File: src/rtl/mprj2_seq_pkg.sv
// Shared types and defaults for the domain-2 enable sequencer.
// Latency: n/a (types, constants and a pure decode function only).
// Backpressure: n/a.
// Contents: sequencer state encoding (OFF = 0), default timing constants,
//           enable/busy output bundle and its per-state decode.
package mprj2_seq_pkg;

   localparam int SYNC_STAGES_DEF   = 2;
   localparam int SETTLE_CYCLES_DEF = 16;
   localparam int STAGE_GAP_DEF     = 4;
   localparam int CNT_W_DEF         = 8;

   typedef enum logic [2:0] {
      ST_OFF   = 3'd0,
      ST_UP_IO = 3'd1,
      ST_UP_LA = 3'd2,
      ST_UP_WB = 3'd3,
      ST_ON    = 3'd4,
      ST_DN_WB = 3'd5,
      ST_DN_LA = 3'd6,
      ST_DN_IO = 3'd7
   } seq_state_e;

   typedef struct packed {
      logic io;
      logic la;
      logic wb;
      logic busy;
   } seq_out_t;

   // Enable pattern held in each state. Every pattern keeps wb -> la -> io.
   function automatic seq_out_t state_outputs(input seq_state_e s);
      seq_out_t o;
      o = '0;
      unique case (s)
         ST_OFF:   o = '{io: 1'b0, la: 1'b0, wb: 1'b0, busy: 1'b0};
         ST_UP_IO: o = '{io: 1'b1, la: 1'b0, wb: 1'b0, busy: 1'b1};
         ST_UP_LA: o = '{io: 1'b1, la: 1'b1, wb: 1'b0, busy: 1'b1};
         ST_UP_WB: o = '{io: 1'b1, la: 1'b1, wb: 1'b1, busy: 1'b1};
         ST_ON:    o = '{io: 1'b1, la: 1'b1, wb: 1'b1, busy: 1'b0};
         ST_DN_WB: o = '{io: 1'b1, la: 1'b1, wb: 1'b0, busy: 1'b1};
         ST_DN_LA: o = '{io: 1'b1, la: 1'b0, wb: 1'b0, busy: 1'b1};
         ST_DN_IO: o = '{io: 1'b0, la: 1'b0, wb: 1'b0, busy: 1'b1};
         default:  o = '0;
      endcase
      return o;
   endfunction

endpackage

File: src/rtl/mprj2_hi_debounce.sv
// Synchronizes the domain-2 tie-high into the management clock and debounces it.
// Latency: pwr_good_o rises SYNC_STAGES + SETTLE_CYCLES edges after hi_async_i
//          rises; it falls combinationally in the cycle the synchronized HI is 0.
// Backpressure: none (level in, level out).
// Ports: clock, resetn (sync, active-low), hi_async_i (async HI), pwr_good_o.
module mprj2_hi_debounce
   import mprj2_seq_pkg::*;
#(
   parameter int SYNC_STAGES   = SYNC_STAGES_DEF,    // >= 2
   parameter int SETTLE_CYCLES = SETTLE_CYCLES_DEF,  // >= 1
   parameter int CNT_W         = CNT_W_DEF           // 2^CNT_W > SETTLE_CYCLES
) (
   input  logic clock,
   input  logic resetn,
   input  logic hi_async_i,
   output logic pwr_good_o
);

   localparam logic [CNT_W-1:0] SETTLE_MAX = CNT_W'(SETTLE_CYCLES);
   localparam logic [CNT_W-1:0] SETTLE_M1  = CNT_W'(SETTLE_CYCLES - 1);

   logic [SYNC_STAGES-1:0] sync_q, sync_d;
   logic [CNT_W-1:0]       settle_q, settle_d;
   logic                   settled_q, settled_d;
   logic                   hi_s;

   assign hi_s   = sync_q[SYNC_STAGES-1];
   assign sync_d = {sync_q[SYNC_STAGES-2:0], hi_async_i};

   always_comb begin
      // Counts consecutive cycles of hi_s = 1; parks at SETTLE_CYCLES instead of wrapping.
      settle_d = '0;
      if (hi_s) begin
         settle_d = (settle_q == SETTLE_MAX) ? settle_q : settle_q + 1'b1;
      end
      // The edge that samples the SETTLE_CYCLES-th high cycle raises settled.
      settled_d = hi_s && (settle_q >= SETTLE_M1);
   end

   always_ff @(posedge clock) begin
      if (!resetn) begin
         sync_q    <= '0;
         settle_q  <= '0;
         settled_q <= 1'b0;
      end else begin
         sync_q    <= sync_d;
         settle_q  <= settle_d;
         settled_q <= settled_d;
      end
   end

   // Gated with hi_s so a loss of HI is reported in the very cycle it is seen.
   assign pwr_good_o = hi_s & settled_q;

endmodule

File: src/rtl/mprj2_enable_sequencer.sv
// Stages domain-2 gating enables up (IO, LA, WB) on debounced power + mgmt request, down in reverse.
// Latency: io_ena_o rises SYNC_STAGES + SETTLE_CYCLES + 1 edges after HI rises; STAGE_GAP between stages.
// Backpressure: none; teardown runs to OFF before any new request is honoured.
// Ports: clock, resetn (sync, active-low), hi_async_i, mgmt_ena_i -> io/la/wb_ena_o, pwr_good_o,
//        seq_busy_o; with MPRJ2_SEQ_FAULT_EN defined also fault_o (sticky) and fault_cnt_o (sat. 15).
module mprj2_enable_sequencer
   import mprj2_seq_pkg::*;
#(
   parameter int SYNC_STAGES   = SYNC_STAGES_DEF,
   parameter int SETTLE_CYCLES = SETTLE_CYCLES_DEF,
   parameter int STAGE_GAP     = STAGE_GAP_DEF,
   parameter int CNT_W         = CNT_W_DEF
) (
   input  logic       clock,
   input  logic       resetn,
   input  logic       hi_async_i,
   input  logic       mgmt_ena_i,
   output logic       io_ena_o,
   output logic       la_ena_o,
   output logic       wb_ena_o,
   output logic       pwr_good_o,
   output logic       seq_busy_o
`ifdef MPRJ2_SEQ_FAULT_EN
   ,
   output logic       fault_o,
   output logic [3:0] fault_cnt_o
`endif
);

   localparam logic [CNT_W-1:0] GAP_M1 = CNT_W'(STAGE_GAP - 1);

   seq_state_e       state_q, state_d;
   logic [CNT_W-1:0] gap_q, gap_d;
   seq_out_t         out_q, out_d;
   logic             pwr_good;
   logic             gap_done;
   seq_state_e       dn_entry;

   mprj2_hi_debounce #(
      .SYNC_STAGES   (SYNC_STAGES),
      .SETTLE_CYCLES (SETTLE_CYCLES),
      .CNT_W         (CNT_W)
   ) u_hi_debounce (
      .clock      (clock),
      .resetn     (resetn),
      .hi_async_i (hi_async_i),
      .pwr_good_o (pwr_good)
   );

   assign gap_done = (gap_q == GAP_M1);

   // Teardown starts at the highest enable currently on, so it drops first.
   assign dn_entry = out_q.wb ? ST_DN_WB :
                     out_q.la ? ST_DN_LA : ST_DN_IO;

   always_comb begin
      state_d = state_q;
      unique case (state_q)
         ST_OFF:
            if (pwr_good && mgmt_ena_i) state_d = ST_UP_IO;
         ST_UP_IO:
            if (!pwr_good || !mgmt_ena_i) state_d = dn_entry;
            else if (gap_done)            state_d = ST_UP_LA;
         ST_UP_LA:
            if (!pwr_good || !mgmt_ena_i) state_d = dn_entry;
            else if (gap_done)            state_d = ST_UP_WB;
         ST_UP_WB:
            if (!pwr_good || !mgmt_ena_i) state_d = dn_entry;
            else if (gap_done)            state_d = ST_ON;
         ST_ON:
            if (!pwr_good || !mgmt_ena_i) state_d = dn_entry;
         // Teardown ignores mgmt_ena_i; only a power loss shortcuts it to OFF.
         ST_DN_WB:
            if (!pwr_good)     state_d = ST_OFF;
            else if (gap_done) state_d = ST_DN_LA;
         ST_DN_LA:
            if (!pwr_good)     state_d = ST_OFF;
            else if (gap_done) state_d = ST_DN_IO;
         ST_DN_IO:
            if (!pwr_good)     state_d = ST_OFF;
            else if (gap_done) state_d = ST_OFF;
         default:
            state_d = ST_OFF;
      endcase

      // Reload on every state change; hold once done so it never wraps in OFF/ON.
      if (state_d != state_q) gap_d = '0;
      else if (gap_done)      gap_d = gap_q;
      else                    gap_d = gap_q + 1'b1;

      // Outputs registered from the next state: they change on the entry edge.
      out_d = state_outputs(state_d);
   end

   always_ff @(posedge clock) begin
      if (!resetn) begin
         state_q <= ST_OFF;
         gap_q   <= '0;
         out_q   <= '0;
      end else begin
         state_q <= state_d;
         gap_q   <= gap_d;
         out_q   <= out_d;
      end
   end

   assign io_ena_o   = out_q.io;
   assign la_ena_o   = out_q.la;
   assign wb_ena_o   = out_q.wb;
   assign seq_busy_o = out_q.busy;
   assign pwr_good_o = pwr_good;

`ifdef MPRJ2_SEQ_FAULT_EN
   logic       fault_q, fault_d;
   logic [3:0] fault_cnt_q, fault_cnt_d;
   logic       mgmt_prev_q;
   logic       fault_evt;
   logic       fault_clr;

   // Power can only be low in UP_*/ON if it fell after that state was entered.
   assign fault_evt = (state_q inside {ST_UP_IO, ST_UP_LA, ST_UP_WB, ST_ON}) && !pwr_good;
   assign fault_clr = (state_q == ST_OFF) && mgmt_prev_q && !mgmt_ena_i;

   always_comb begin
      fault_d     = fault_q;
      fault_cnt_d = fault_cnt_q;
      if (fault_evt) begin
         fault_d = 1'b1;
         if (fault_cnt_q != 4'hF) fault_cnt_d = fault_cnt_q + 1'b1;
      end else if (fault_clr) begin
         fault_d = 1'b0;
      end
   end

   always_ff @(posedge clock) begin
      if (!resetn) begin
         fault_q     <= 1'b0;
         fault_cnt_q <= '0;
         mgmt_prev_q <= 1'b0;
      end else begin
         fault_q     <= fault_d;
         fault_cnt_q <= fault_cnt_d;
         mgmt_prev_q <= mgmt_ena_i;
      end
   end

   assign fault_o     = fault_q;
   assign fault_cnt_o = fault_cnt_q;
`endif

endmodule

File: config.mk
export PLATFORM = sky130hd
export DESIGN_NAME = mprj2_enable_sequencer
export DESIGN_NICKNAME = d
export VERILOG_FILES = /design/src/rtl/mprj2_seq_pkg.sv /design/src/rtl/mprj2_hi_debounce.sv /design/src/rtl/mprj2_enable_sequencer.sv
export SDC_FILE = /design/constraint.sdc
export NUM_CORES = 1
export LEC_CHECK = 0
export ABC_AREA = 1
export ABC_CLOCK_PERIOD_IN_PS = 1550
export BUFFER_PORTS_ARGS = -buffer_cell sky130_fd_sc_hd__buf_4
export CAP_MARGIN = 5
export CELL_PAD_IN_SITES_DETAIL_PLACEMENT = 1
export CELL_PAD_IN_SITES_GLOBAL_PLACEMENT = 1
export CORE_MARGIN = 3
export CORE_UTILIZATION = 39
export DETAILED_ROUTE_END_ITERATION = 12
export PLACE_DENSITY_LB_ADDON = 0.1
export SYNTH_ARGS = -nofsm -noshare
export SYNTH_HDL_FRONTEND = slang
export SYNTH_SLANG_ARGS = --single-unit
File: constraint.sdc
create_clock -name clock -period 1.55 [get_ports clock]
set_input_delay 0.2325 -clock clock [delete_from_list [all_inputs] [get_ports clock]]
set_output_delay 0.2325 -clock clock [all_outputs]
set_load 0.02 [all_outputs]
* After elaboration in Yosys (flattened, before gate mapping)
Memories as Yosys holds them, arrays and structs flattened. A register that Yosys moved wholly into a read port is not among the register bits. Index checks and enable logic that the tools add are counted.
Storage, ports and cells: register bits 22, latch bits 0, memory bits (writable) 0, ROM bits 32, input bits 4, output and inout bits 5, word-level logic and storage cells 47, memories kept 1
Cells by class: add/subtract/negate cells 2, $mul 0, div/mod/pow operators 0, order comparisons 1, equal/unequal tests 10, shift operators 0, muxes and demuxes 17, bitwise operators 2, reduce and logical (&&, ||, !) cells 9
Memory list:
- (no name shown) | words 8, width 4, rd ports 1, clocked after Yosys merged registers in 1, write ports 0, line mprj2_seq_pkg.sv:35 | unique case (s)
Operators with widths (count):
- 2-to-1 mux 3 bit | 14
- one-hot mux 3 bit (8 select lines) | 1
- adder 8 x 1 -> 8 bit, second input constant | 2
- == test 3 bit, second input constant | 4
- == test 8 x 2 -> 1 bit, second input constant | 1
- == test 8 x 5 -> 1 bit, second input constant | 1
- >= comparator 8 x 4 -> 1 bit, second input constant | 1
- == test 3 x 2 -> 1 bit, second input constant | 2
- == test 3 x 1 -> 1 bit, second input constant | 1
- logical NOT 1 bit | 3
- logical NOT 3 bit | 1
- inequality test 3 bit | 1
- logical AND 1 bit | 2
- 2-to-1 mux 2 bit | 1
- AND reduction 2 bit | 1
- OR reduction 2 bit | 1
- bitwise AND 1 bit | 1
- logical OR 1 bit | 1
- 2-to-1 mux 1 bit | 1
- NOT 1 bit | 1

* Logic depth before layout (Yosys ltp)
Gate-level depths: netlist of the first run.
depth after elaboration 7, depth in mapped cells 13

* By module
A second synthesis of the first run with hierarchy kept.
Second synthesis, totals: cell total of the unflattened synthesis 216, area, all modules 1536.5 µm²
By module, submodules not included:
- mprj2_enable_sequencer | instances 1, cells an instance 136, area an instance 1011.0 µm², seq. area each 300.3 µm²
- mprj2_hi_debounce | instances 1, cells an instance 80, area an instance 525.5 µm², seq. area each 220.2 µm²

* Worst setup path before layout of the first run
OpenSTA, ideal clock, no wires.
path kind register to register, start reg gap_q[0], end reg gap_q[0], library setup time 0.064 ns, data arrival time 1.575 ns, required time 1.486 ns, slack -0.090 ns, cell stages (with the launch flop) 13, path buffers 1, period minus slack after synthesis 1.640 ns, path through dfxtp_1 ha_1 nand2_1 nor2_2 nand2_2 buf_6 nand4_1 nand2_2 nor2_4 nand2_2 nand2_2 nand3_4 nor2_2
Between the ends: word-level cells in the longest chain between the ends 6, elaborated cells between the ends (all ways) 17, classes of those cells add/sub (1); eq/ne (2); mux (13); reduce/logical (1)
Ends and longest elaborated chain:
- start: declaration | line mprj2_enable_sequencer.sv:33 | logic [CNT_W-1:0] gap_q, gap_d;
- start signal: assignment | line mprj2_enable_sequencer.sv:102 | gap_q <= gap_d;
- == test 8 x 2 -> 1 bit | line mprj2_enable_sequencer.sv:50 | assign gap_done = (gap_q == GAP_M1);
- 2-to-1 mux 3 bit, or another cell as far along | line mprj2_enable_sequencer.sv:81 | else if (gap_done) state_d = ST_OFF;
- 2-to-1 mux 3 bit, or another cell as far along | line mprj2_enable_sequencer.sv:80 | if (!pwr_good) state_d = ST_OFF;
- one-hot mux 3 bit (8 select lines) | line mprj2_enable_sequencer.sv:58 | unique case (state_q)
- inequality test 3 bit | line mprj2_enable_sequencer.sv:87 | if (state_d != state_q) gap_d = '0;
- OR reduction 2 bit (no line)
Several ways; a longest one is shown, not always the timed one. A chain may end at the register's enable or synchronous reset.

* Worst setup path in the final report of the first run
start reg gap_q[1], end reg gap_q[0]
Between the ends: word-level cells in the longest chain between the ends 6, elaborated cells between the ends (all ways) 16, classes of those cells eq/ne (2); mux (13); reduce/logical (1)
Ends and longest elaborated chain (line):
- == test 8 x 2 -> 1 bit * | mprj2_enable_sequencer.sv:50
- 2-to-1 mux 3 bit, or another cell as far along | mprj2_enable_sequencer.sv:81
- 2-to-1 mux 3 bit, or another cell as far along | mprj2_enable_sequencer.sv:80
- one-hot mux 3 bit (8 select lines) | mprj2_enable_sequencer.sv:58
- inequality test 3 bit | mprj2_enable_sequencer.sv:87
- OR reduction 2 bit (no line)
Every way passes the cells marked *; elsewhere a longest branch is shown, timed or not.

==> results by group, run 1 <==
Route
  – 1st-pass router iterations: 4
  – Via count: 1,357
  – Via-to-Cell Ratio: 4.71
  – Wire length per cell: 13.0 µm
  – Drt total wl: 3740 µm
  – Drt initial violations: 47
  – DRC: 0
  – Post-route ant nets: 0

Pwr
  – Tot Pwr: 3.05 mW
  – Cell Pwr Density: 1570 nW/µm²
  – Lkg Pwr: 0.864 nW
  – Worst VDD drop: 0.000811 V

Synthesis
  – Mux cell area share after synthesis: 0.661%
  – Simple-Gate Fraction of Synth Area: 40.5%
  – Most frequently used flop master after synthesis: dfxtp_1
  – Register area share after synthesis: 34.4%
  – Syn avg cell area: 7.43 µm²
  – Synth Cell Area: 1520 µm²
  – Ys async rst share: 0%
  – Compound-Gate Fraction of Synth Area: 7.27%
  – Post-synthesis cell count: 204
  – Synth warn: 0
  – Flops & latches, synth: 26
  – Main combinational cell family by area after synthesis: simple AND/OR/NAND/NOR gates
  – EDFF count, synth: 0
  – Synthesized-area fraction occupied by adder cells: 2.48%
  – Cell variety after synth: 34
  – Net count after synthesis: 211
  – Xor/xnor cell area share of the yosys netlist: 5.20%

Worst setup path
  – CP max FO: 8
  – Reg2reg setup slack: -70 ps
  – Slowest CP cell: dfxtp_2
  – Startpoint Class: flip-flop
  – Worst Path Required: 1760 ps
  – Crit path largest cell delay: 360 ps
  – Crit-path cells: ha_4 -> nand2_4 -> nor2_4 -> nand2_2 -> nand4_1 -> nand2_2 -> nor2_4 -> nand2_4 -> nand2_4 -> nand3_4 -> nor2_2
  – Arrival @ worst endpoint: 1830 ps
  – Most used cell, CP: nand2_4
  – Worst Setup End Kind: flip-flop
  – Setup CP Type: reg2reg

Global routing
  – Total track usage: 17.1%
  – Initial antenna violation count: 0
  – First-pass GRT wire length: 6060 µm
  – Number of global-route vias before repair: 1,348
  – Largest net degree at the start of global routing: 15
  – Grt total ovfl: 0

STA
  – Hold Slack: 156 ps
  – Final Hold Viols: 0
  – Setup repair after global routing missed its margin: yes
  – Setup violators final: 11
  – Max frequency: 0.617 GHz
  – Crit share post-route: 105%
  – Slew HR: 74.6%
  – Tmin final: 1620 ps
  – Setup Skew: 4.51 ps
  – Fin. max-slew vios: 0
  – Worst Tran Pin Value: 381 ps
  – Setup slack after layout: -71.2 ps

Floorplanning
  – Placeable Area: 3720 µm²
  – Die H: 68.3 µm
  – I/O Pins: 9
  – Initial Util: 40.8%
  – Die outline area: 4670 µm²
  – Chip width: 68.3 µm
  – # rows: 22

Placement
  – Placed cell count: 282
  – HPWL after DPL: 2960 µm
  – Pre-CTS WS: -140 ps
  – Routability cong.: 0.920
  – Placed Area: 1830 µm²
  – I/O Buffers: 8

Clocking
  – H-tree Lvls: 1
  – CTS tree: yes
  – CTS buffer count: 3
  – Sink Count: 26
  – Clock Latency Late Sink: 270 ps
  – CTS root buf: clkbuf_8
  – # hold bufs at CTS: 0
  – Clk buf depth: 2
  – Clk slew on worst S/H paths: 90 ps

Layout
  – Non-Filler Instances: 288
  – Synthesis-to-finish area growth: 28.2%
  – Most frequent cells in the layout: nand2_1 (35), buf_4 (33), inv_1 (26), dfxtp_1 (22), nand3_1 (19)
  – Cell area after layout: 1940 µm²
  – Layout cells sized above 1: 37.9%
  – Antenna diode count: 0
  – Final nets: 248
  – Most common cell after layout, fill and taps aside: nand2_1

Outcome
  – Failing checks: setup timing
  – Status: finished, violations left

Min path
  – Worst min path class: in2reg

Run
  – Maxcap violations: 0
==> sequential cells by signal, indices dropped and copies added, names as in the netlist <==
signal,flops
state_q,3
la_ena_o,1
u_hi_debounce.settled_q,1
io_ena_o,1
seq_busy_o,1
u_hi_debounce.settle_q,8
wb_ena_o,1
gap_q,8
u_hi_debounce.sync_q,2
==> area by class of cell <==
cell class                      instances  area, µm²
Fill cell                             487       1770
Inverter                               31        116
Clock buffer                            4       55.1
Multi-Input combinational cell        145        918
Tap cell                               48       60.1
Timing Repair Buffer                   34        268
Sequential cell                        26        526
==> path summary, 6_finish.rpt <==
| kind | from | end | cells past startpoint |
|---|---|---|---|
| worst max-delay path | gap_q[1]$_SDFFE_PP0N_ | gap_q[0]$_SDFFE_PP0N_ | 11 |
| worst min-delay path | hi_async_i | u_hi_debounce.sync_q[0]$_SDFF_PN0_ | 3 |
| worst max register to register | gap_q[1]$_SDFFE_PP0N_ | gap_q[0]$_SDFFE_PP0N_ | 11 |
| worst min register to register | u_hi_debounce.sync_q[0]$_SDFF_PN0_ | u_hi_debounce.sync_q[1]$_SDFF_PN0_ | 2 |
==> stage by stage <==
step	TNS [ps]	utilization, %
after floorplan	-94.6	-
after global placement	-411	49.2
after detailed placement	-1020	49.2
after CTS	-467	51.1
after global routing	-2150	52.3
final	-485	52.3
==> cells by family after synthesis <==
logic type / count (synthesis)
compound gates: 14
mux: 1
xor+xnor: 9
buf+inv: 34
flops: 26
simple gates: 117
fa+ha+maj: 3
==> repair_timing <==
item                       in CTS  in global routing
cloned                          0                  1
hold endpoints to repair        0                  0
pin swaps                       2                  4
resized for setup               5                  6
setup endpoints to repair      12                 12
buffers inserted                0                  1
==> cells in the mapped netlist (3+ instances only) <==
cell type  number  area, µm²
a21oi_1         5       25.0
dfxtp_1        26        521
ha_1            3       37.5
inv_1          26       97.6
inv_2           5       18.8
nand2_1        37        139
nand2_2        14       87.6
nand3_1        19       95.1
nand4_1         3       18.8
nor2_1         17       63.8
nor2_2         14       87.6
xor2_1          7       61.3
==> metal layers <==
metal / GRT usage (%) / part of all wire [%]
met5: 0 / 0
met4: 4.47 / 0.91
met3: 2.46 / 1.5
met2: 30.0 / 51
met1: 21.8 / 47
==> critical path, delay by kind of cell (launching register included) <==
kind / cells / cell delay [ps]
and+or+nand+nor: 10 / 1040
adders and majority gates: 1 / 150
DFF: 1 / 360
==> power breakdown <==
group	internal, mW	switching (mW)
Combinational	0.733	1.03
Clock	0.227	0.208
Sequential	0.774	0.0813
(Power assumes the default switching activity.)
==> inputs of run 2 (changes only) <==
--- a/config.mk
+++ b/config.mk
@@ -11,8 +11,9 @@
 export CAP_MARGIN = 5
 export CELL_PAD_IN_SITES_DETAIL_PLACEMENT = 1
 export CELL_PAD_IN_SITES_GLOBAL_PLACEMENT = 1
-export CORE_MARGIN = 3
+export CORE_MARGIN = 2
 export CORE_UTILIZATION = 39
+export CTS_CLUSTER_SIZE = 12
 export DETAILED_ROUTE_END_ITERATION = 12
 export PLACE_DENSITY_LB_ADDON = 0.1
 export SYNTH_ARGS = -nofsm -noshare
==> results by group, run 2 (synthesized netlist as in run 1, its figures left out) <==
Outcome
  – Status: finished, violations left
  – Failing checks: setup timing

Floorplanning
  – Initial Util: 41.1% (+0.30 points)
  – I/O Pins: 9 (unchanged)
  – Die H: 66.3 µm (-2.9%)
  – Die outline area: 4400 µm² (-5.8%)
  – Chip width: 66.3 µm (-2.9%)
  – # rows: 22 (unchanged)
  – Placeable Area: 3690 µm² (-0.74%)

Clocking
  – Sink Count: 26 (unchanged)
  – Clk buf depth: 2 (unchanged)
  – Clock Latency Late Sink: 270 ps (about the same)
  – H-tree Lvls: 1 (unchanged)
  – CTS root buf: clkbuf_8
  – Clk slew on worst S/H paths: 90 ps (about the same)
  – # hold bufs at CTS: 0 (unchanged)
  – CTS tree: yes
  – CTS buffer count: 3 (unchanged)

STA
  – Max frequency: 0.591 GHz (-4.3%)
  – Tmin final: 1690 ps (+72.0 ps)
  – Setup slack after layout: -143 ps (-72.0 ps)
  – Slew HR: 78.1% (+3.5 points)
  – Fin. max-slew vios: 0 (unchanged)
  – Hold Slack: 144 ps (-11.9 ps)
  – Final Hold Viols: 0 (unchanged)
  – Setup Skew: 3.57 ps (-0.938 ps)
  – Worst Tran Pin Value: 328 ps (-52.2 ps)
  – Crit share post-route: 109% (+4.6 points)
  – Setup violators final: 14 (+3)
  – Setup repair after global routing missed its margin: yes

Layout
  – Register area: 527 µm² (+0.24%)
  – Antenna diode count: 0 (unchanged)
  – Fin util: 56.2% (+3.9 points)
  – Final nets: 258 (+4.0%)
  – Most frequent cells in the layout: buf_4 (41), nand2_1 (33), inv_1 (26), dfxtp_1 (23), nand3_1 (16)
  – Biggest regs: gap_q: 8 flops, u_hi_debounce.settle_q: 8 flops, state_q: 3 flops
  – Cell area after layout: 2070 µm² (+6.6%)
  – Synthesis-to-finish area growth: 36.7%
  – Layout cells sized above 1: 42.8% (+4.9 points)
  – Most common cell after layout, fill and taps aside: buf_4
  – Multi-input gate area: 963 µm² (+4.9%)
  – Fill cell count: 472 (-3.1%)

Global routing
  – First-pass GRT wire length: 6220 µm (+2.6%)
  – Initial antenna violation count: 0 (unchanged)
  – Largest net degree at the start of global routing: 15 (unchanged)
  – Total track usage: 18.4% (+1.3 points)
  – Grt total ovfl: 0 (unchanged)
  – Number of global-route vias before repair: 1,374 (+1.9%)

Min path
  – Cell count of the worst hold path: 3 (unchanged)
  – Min-delay src: hi_async_i
  – Hold endpoint: u_hi_debounce.sync_q[0]$_SDFF_PN0_
  – Worst min path class: in2reg

Worst setup path
  – Arrival @ worst endpoint: 1900 ps (+70 ps)
  – Worst Path Required: 1760 ps (about the same)
  – Worst r2r src: gap_q[1]$_SDFFE_PP0N_
  – Reg2reg setup slack: -140 ps (-70 ps)
  – Startpoint Class: flip-flop
  – Crit-path cells: ha_4 -> nand2_4 -> nor2_4 -> buf_6 -> nand2_4 -> nand4_1 -> nand2_2 -> nor2_4 -> nand2_4 -> nand2_2 -> nand3_4 -> nor2_2
  – Slowest CP cell: dfxtp_2
  – R2R cell count: 12 (+1)
  – Worst Setup End Kind: flip-flop
  – CP max FO: 8 (unchanged)
  – Setup CP Type: reg2reg
  – Crit path largest cell delay: 370 ps (about the same)
  – Reg2reg end: gap_q[0]$_SDFFE_PP0N_
  – Most used cell, CP: nand2_4

Placement
  – HPWL after DPL: 2940 µm (-0.58%)
  – Routability cong.: 0.876 (-4.8%)
  – Placed Area: 1840 µm² (+0.82%)
  – I/O Buffers: 8 (unchanged)

Pwr
  – Sw Pwr: 1.44 mW (+9.1%)
  – Int Power: 1.96 mW (+13%)
  – Cell Pwr Density: 1640 nW/µm² (+4.3%)
  – Clock power share: 12.9% (-1.3 points)
  – Seq pwr share: 25.4% (-2.7 points)
  – Tot Pwr: 3.39 mW (+11%)
  – Switching power share of the total: 42.3% (-0.80 points)
  – Combinational Power Share: 61.7% (+4.0 points)
  – Worst VDD drop: 0.00102 V (+26%)
  – Lkg Pwr: 0.934 nW (+8.1%)

Route
  – Via-to-Cell Ratio: 4.75 (+0.78%)
  – Drt initial violations: 36 (-23%)
  – Post-route ant nets: 0 (unchanged)
  – DRC: 0 (unchanged)
  – Via count: 1,415 (+4.3%)
  – Wire length per cell: 13.1 µm (+0.70%)
  – Drt total wl: 3900 µm (+4.2%)
  – 1st-pass router iterations: 3 (-1)

Run
  – Maxcap violations: 0 (unchanged)
## run 2: cell types whose count changed in the layout (fill, tap and decap cells not counted), sizes merged
cell,previous run,this run
buf,34,44
## run 2: area by class of cell
class / count / area share (%)
inverters: 31 / 5.62
repair buffers: 44 / 16.9
well taps: 48 / 2.90
clock buffers: 4 / 2.66
flip-flops and latches: 26 / 25.4
multi-input cells: 145 / 46.5
## run 2: critical path, delay by kind of cell (launching register included)
family                     cells  cell delay (ps)
adders and majority gates      1              160
buffers and inverters          1              130
DFF                            1              370
and+or+nand+nor               10              990
## run 2: how the worst max path moves through the flow
stage	start	endpoint	slack, ps	depth (start not counted)
3_3_place_gp	gap_q[1]$_SDFFE_PP0N_	gap_q[0]$_SDFFE_PP0N_	-100	11
3_5_place_dp	gap_q[1]$_SDFFE_PP0N_	gap_q[6]$_SDFFE_PP0N_	-150	11
2_1_floorplan	gap_q[1]$_SDFFE_PP0N_	gap_q[0]$_SDFFE_PP0N_	-30	12
5_1_grt	gap_q[1]$_SDFFE_PP0N_	gap_q[0]$_SDFFE_PP0N_	-240	11
6_report	gap_q[1]$_SDFFE_PP0N_	gap_q[0]$_SDFFE_PP0N_	-140	12
4_1_cts	gap_q[1]$_SDFFE_PP0N_	gap_q[6]$_SDFFE_PP0N_	-100	11
## run 2: timing repair
action                                  in CTS  in global routing
endpoints found under the hold margin        0                  0
endpoints found under the setup margin      13                 14
buffers inserted                             2                  7
gates cloned                                 0                  1
resized for setup                            5                 19
pin swaps                                    1                  6
## run 2: through the flow
step	TNS (ps)	setup slack (ps)	instances
after floorplan	-94.6	-34.7	204
after global placement	-720	-96.3	284
after detailed placement	-1310	-153	284
after CTS	-704	-99.4	290
after global routing	-2650	-244	298
final	-1380	-143	298
## run 2: routing by layer
metal / wire [µm] / GRT usage, %
met1: 1860 / 24.8
met2: 1970 / 31.4
met3: 36 / 1.53
met4: 37 / 5.36
met5: 0 / 0
## run 2: power groups by stage
stage | Clock (mW) | Combinational (mW) | Sequential (mW)
6_report | 0.438 | 2.09 | 0.861
5_1_grt | 0.477 | 2.26 | 0.872
4_1_cts | 0.454 | 1.78 | 0.853
3_5_place_dp | 0 | 1.71 | 0.861
3_3_place_gp | 0 | 1.65 | 0.854
2_1_floorplan | 0 | 1.08 | 0.900
==> inputs of run 3 (changes only) <==
--- a/config.mk
+++ b/config.mk
@@ -6,13 +6,13 @@
 export NUM_CORES = 1
 export LEC_CHECK = 0
 export ABC_AREA = 1
-export ABC_CLOCK_PERIOD_IN_PS = 1550
+export ABC_CLOCK_PERIOD_IN_PS = 1600
 export BUFFER_PORTS_ARGS = -buffer_cell sky130_fd_sc_hd__buf_4
 export CAP_MARGIN = 5
 export CELL_PAD_IN_SITES_DETAIL_PLACEMENT = 1
 export CELL_PAD_IN_SITES_GLOBAL_PLACEMENT = 1
 export CORE_MARGIN = 2
-export CORE_UTILIZATION = 39
+export CORE_UTILIZATION = 44
 export CTS_CLUSTER_SIZE = 12
 export DETAILED_ROUTE_END_ITERATION = 12
 export PLACE_DENSITY_LB_ADDON = 0.1
==> constraint.sdc (replaced) <==
create_clock -name clock -period 1.6 [get_ports clock]
set_input_delay 0.24 -clock clock [delete_from_list [all_inputs] [get_ports clock]]
set_output_delay 0.24 -clock clock [all_outputs]
set_load 0.02 [all_outputs]
==> results by group, run 3 (synthesized netlist as in run 1, its figures left out) <==
Worst setup path
  – Worst Setup End Kind: flip-flop
  – Crit-path cells: ha_4 -> nand2_4 -> nor2_4 -> buf_6 -> nand2_4 -> buf_4 -> nand3_1 -> nand2_2 -> nand3_2 -> a21oi_4 -> nand3_4 -> nor2_2
  – Arrival @ worst endpoint: 1990 ps (+90 ps)
  – Most used cell, CP: nand2_4
  – Slowest CP cell: dfxtp_2
  – Crit path max-delay family: simple AND/OR/NAND/NOR gates
  – Crit path largest cell delay: 370 ps (about the same)
  – Setup CP Type: reg2reg
  – CP bufs+invs: 2 (+1)
  – CP max FO: 8 (unchanged)
  – Startpoint Class: flip-flop
  – Worst Path Required: 1880 ps (+120 ps)

Placement
  – Pre-CTS WS: -139 ps (+14.0 ps)
  – I/O Buffers: 8 (unchanged)
  – Routability cong.: 0.876 (about the same)
  – HPWL after DPL: 2850 µm (-3.1%)

Global routing
  – Total track usage: 21.1% (+2.7 points)
  – Largest net degree at the start of global routing: 15 (unchanged)
  – First-pass GRT wire length: 6620 µm (+6.5%)
  – Initial antenna violation count: 0 (unchanged)
  – Grt total ovfl: 0 (unchanged)
  – Number of global-route vias before repair: 1,466 (+6.7%)

Route
  – 1st-pass router iterations: 4 (+1)
  – Drt total wl: 4010 µm (+2.8%)
  – DRC: 0 (unchanged)
  – Via count: 1,412 (-0.21%)
  – Wire length per cell: 13.9 µm (+6.4%)
  – Drt initial violations: 46 (+28%)
  – Via-to-Cell Ratio: 4.90 (+3.3%)
  – Post-route ant nets: 0 (unchanged)

Layout
  – Most frequent cells in the layout: buf_4 (33), nand2_1 (32), inv_1 (25), dfxtp_1 (22), nor2_1 (16)
  – Fill cell count: 423 (-10%)
  – Synthesis-to-finish area growth: 31.0%
  – Layout cells sized above 1: 42.1% (-0.65 points)
  – Final nets: 250 (-3.1%)
  – Biggest regs: gap_q: 8 flops, u_hi_debounce.settle_q: 8 flops, state_q: 3 flops
  – Most common cell after layout, fill and taps aside: buf_4
  – Antenna diode count: 0 (unchanged)

Clocking
  – Clock Latency Late Sink: 320 ps (+50 ps)
  – Clk buf depth: 2 (unchanged)
  – CTS buffer count: 3 (unchanged)
  – Clk slew on worst S/H paths: 150 ps (+60 ps)
  – Sink Count: 26 (unchanged)
  – CTS tree: yes
  – H-tree Lvls: 1 (unchanged)
  – CTS root buf: clkbuf_4

STA
  – Final Hold Viols: 0 (unchanged)
  – Setup repair after global routing missed its margin: yes
  – Tmin final: 1710 ps (+18.2 ps)
  – Fin. max-slew vios: 0 (unchanged)
  – Crit share post-route: 107% (-2.3 points)
  – Max frequency: 0.584 GHz (-1.1%)
  – Setup violators final: 11 (-3)
  – Setup Skew: 8.67 ps (+5.10 ps)
  – Setup slack after layout: -111 ps (+31.8 ps)
  – Slew HR: 73.2% (-4.9 points)
  – Final setup TNS: -925 ps (+459 ps)
  – Worst Tran Pin Value: 402 ps (+73.1 ps)

Floorplanning
  – Chip width: 62.7 µm (-5.5%)
  – Die H: 62.7 µm (-5.5%)
  – Placeable Area: 3310 µm² (-10%)
  – Initial Util: 45.8% (+4.7 points)
  – I/O Pins: 9 (unchanged)
  – Die outline area: 3930 µm² (-11%)
  – # rows: 21 (-4.5%)

Min path
  – Worst min path class: in2reg

Pwr
  – Worst VDD drop: 0.000996 V (-2.6%)
  – Lkg Pwr: 0.868 nW (-7.1%)
  – Cell Pwr Density: 1490 nW/µm² (-9.2%)

Run
  – Maxcap violations: 0 (unchanged)

Outcome
  – Status: finished, violations left
  – Failing checks: setup timing
## run 3: cell types whose count changed in the layout (fill, tap and decap cells not counted), moves of 2 or more
cell / previous run / this run
nand3_2: 4 / 6
nor2_1: 14 / 16
buf_4: 41 / 33
nor2_4: 7 / 5
clkbuf_4: 0 / 3
nand3_1: 16 / 14
clkbuf_8: 4 / 1
dfxtp_2: 2 / 4
## run 3: routing by layer
layer	vias to the layer above	routed length (µm)	GRT usage, %	share of wire [%]
met5	-	0	0	0
met2	16	2070	37.8	52
met3	8	86	2.52	2.1
met1	674	1780	25.8	44
li1	714	-	-	-
met4	0	70	7.78	1.7
## run 3: cell type report
| cell class | count | area [µm²] | share of cell area, % |
|---|---|---|---|
| clock buffers | 4 | 36.3 | 1.83 |
| inverters | 31 | 123 | 6.18 |
| multi-input cells | 145 | 961 | 48.4 |
| flip-flops and latches | 26 | 526 | 26.5 |
| well taps | 46 | 57.6 | 2.90 |
| repair buffers | 36 | 282 | 14.2 |
## run 3: tightest hold or removal path: cells and delay by family
| family | cells | cell delay [ps] |
|---|---|---|
| simple gates | 1 | 40 |
| buf+inv | 2 | 120 |
## run 3: final timing paths
check                           depth (start not counted)                            endpoint                          startpoint  slack, ps
worst min-delay path                                    3  u_hi_debounce.sync_q[0]$_SDFF_PN0_                          hi_async_i         90
worst max register to register                         12               gap_q[4]$_SDFFE_PP0N_               gap_q[0]$_SDFFE_PP0N_       -110
worst min register to register                          2  u_hi_debounce.sync_q[1]$_SDFF_PN0_  u_hi_debounce.sync_q[0]$_SDFF_PN0_        450
worst max-delay path                                   12               gap_q[4]$_SDFFE_PP0N_               gap_q[0]$_SDFFE_PP0N_       -110
## run 3: power breakdown
group | switching [mW] | leakage [nW] | internal, mW
Clock | 0.203 | 0.0210 | 0.139
Combinational | 1.02 | 0.633 | 0.740
Sequential | 0.0994 | 0.213 | 0.751
Total | 1.32 | 0.868 | 1.63
## run 3: what timing repair did
item | in CTS | in global routing
resized for setup | 6 | 21
pin swaps | 4 | 12
hold buffers | 0 | 0
endpoints found under the setup margin | 11 | 14
buffers inserted | 1 | 5
gates cloned | 1 | 0
## run 3: stage by stage
stage          std cells  cell area (µm²)  hold slack, ps  total power [mW]  utilization [%]
2_1_floorplan        204             1530             338              1.92                -
3_3_place_gp         277             1790             399              2.33             54.0
3_5_place_dp         277             1790             419              2.40             54.0
4_1_cts              283             1860            95.9              2.76             56.2
5_1_grt              288             1980            85.4              3.18             59.9
6_report             288             1980            92.7              2.95             59.9
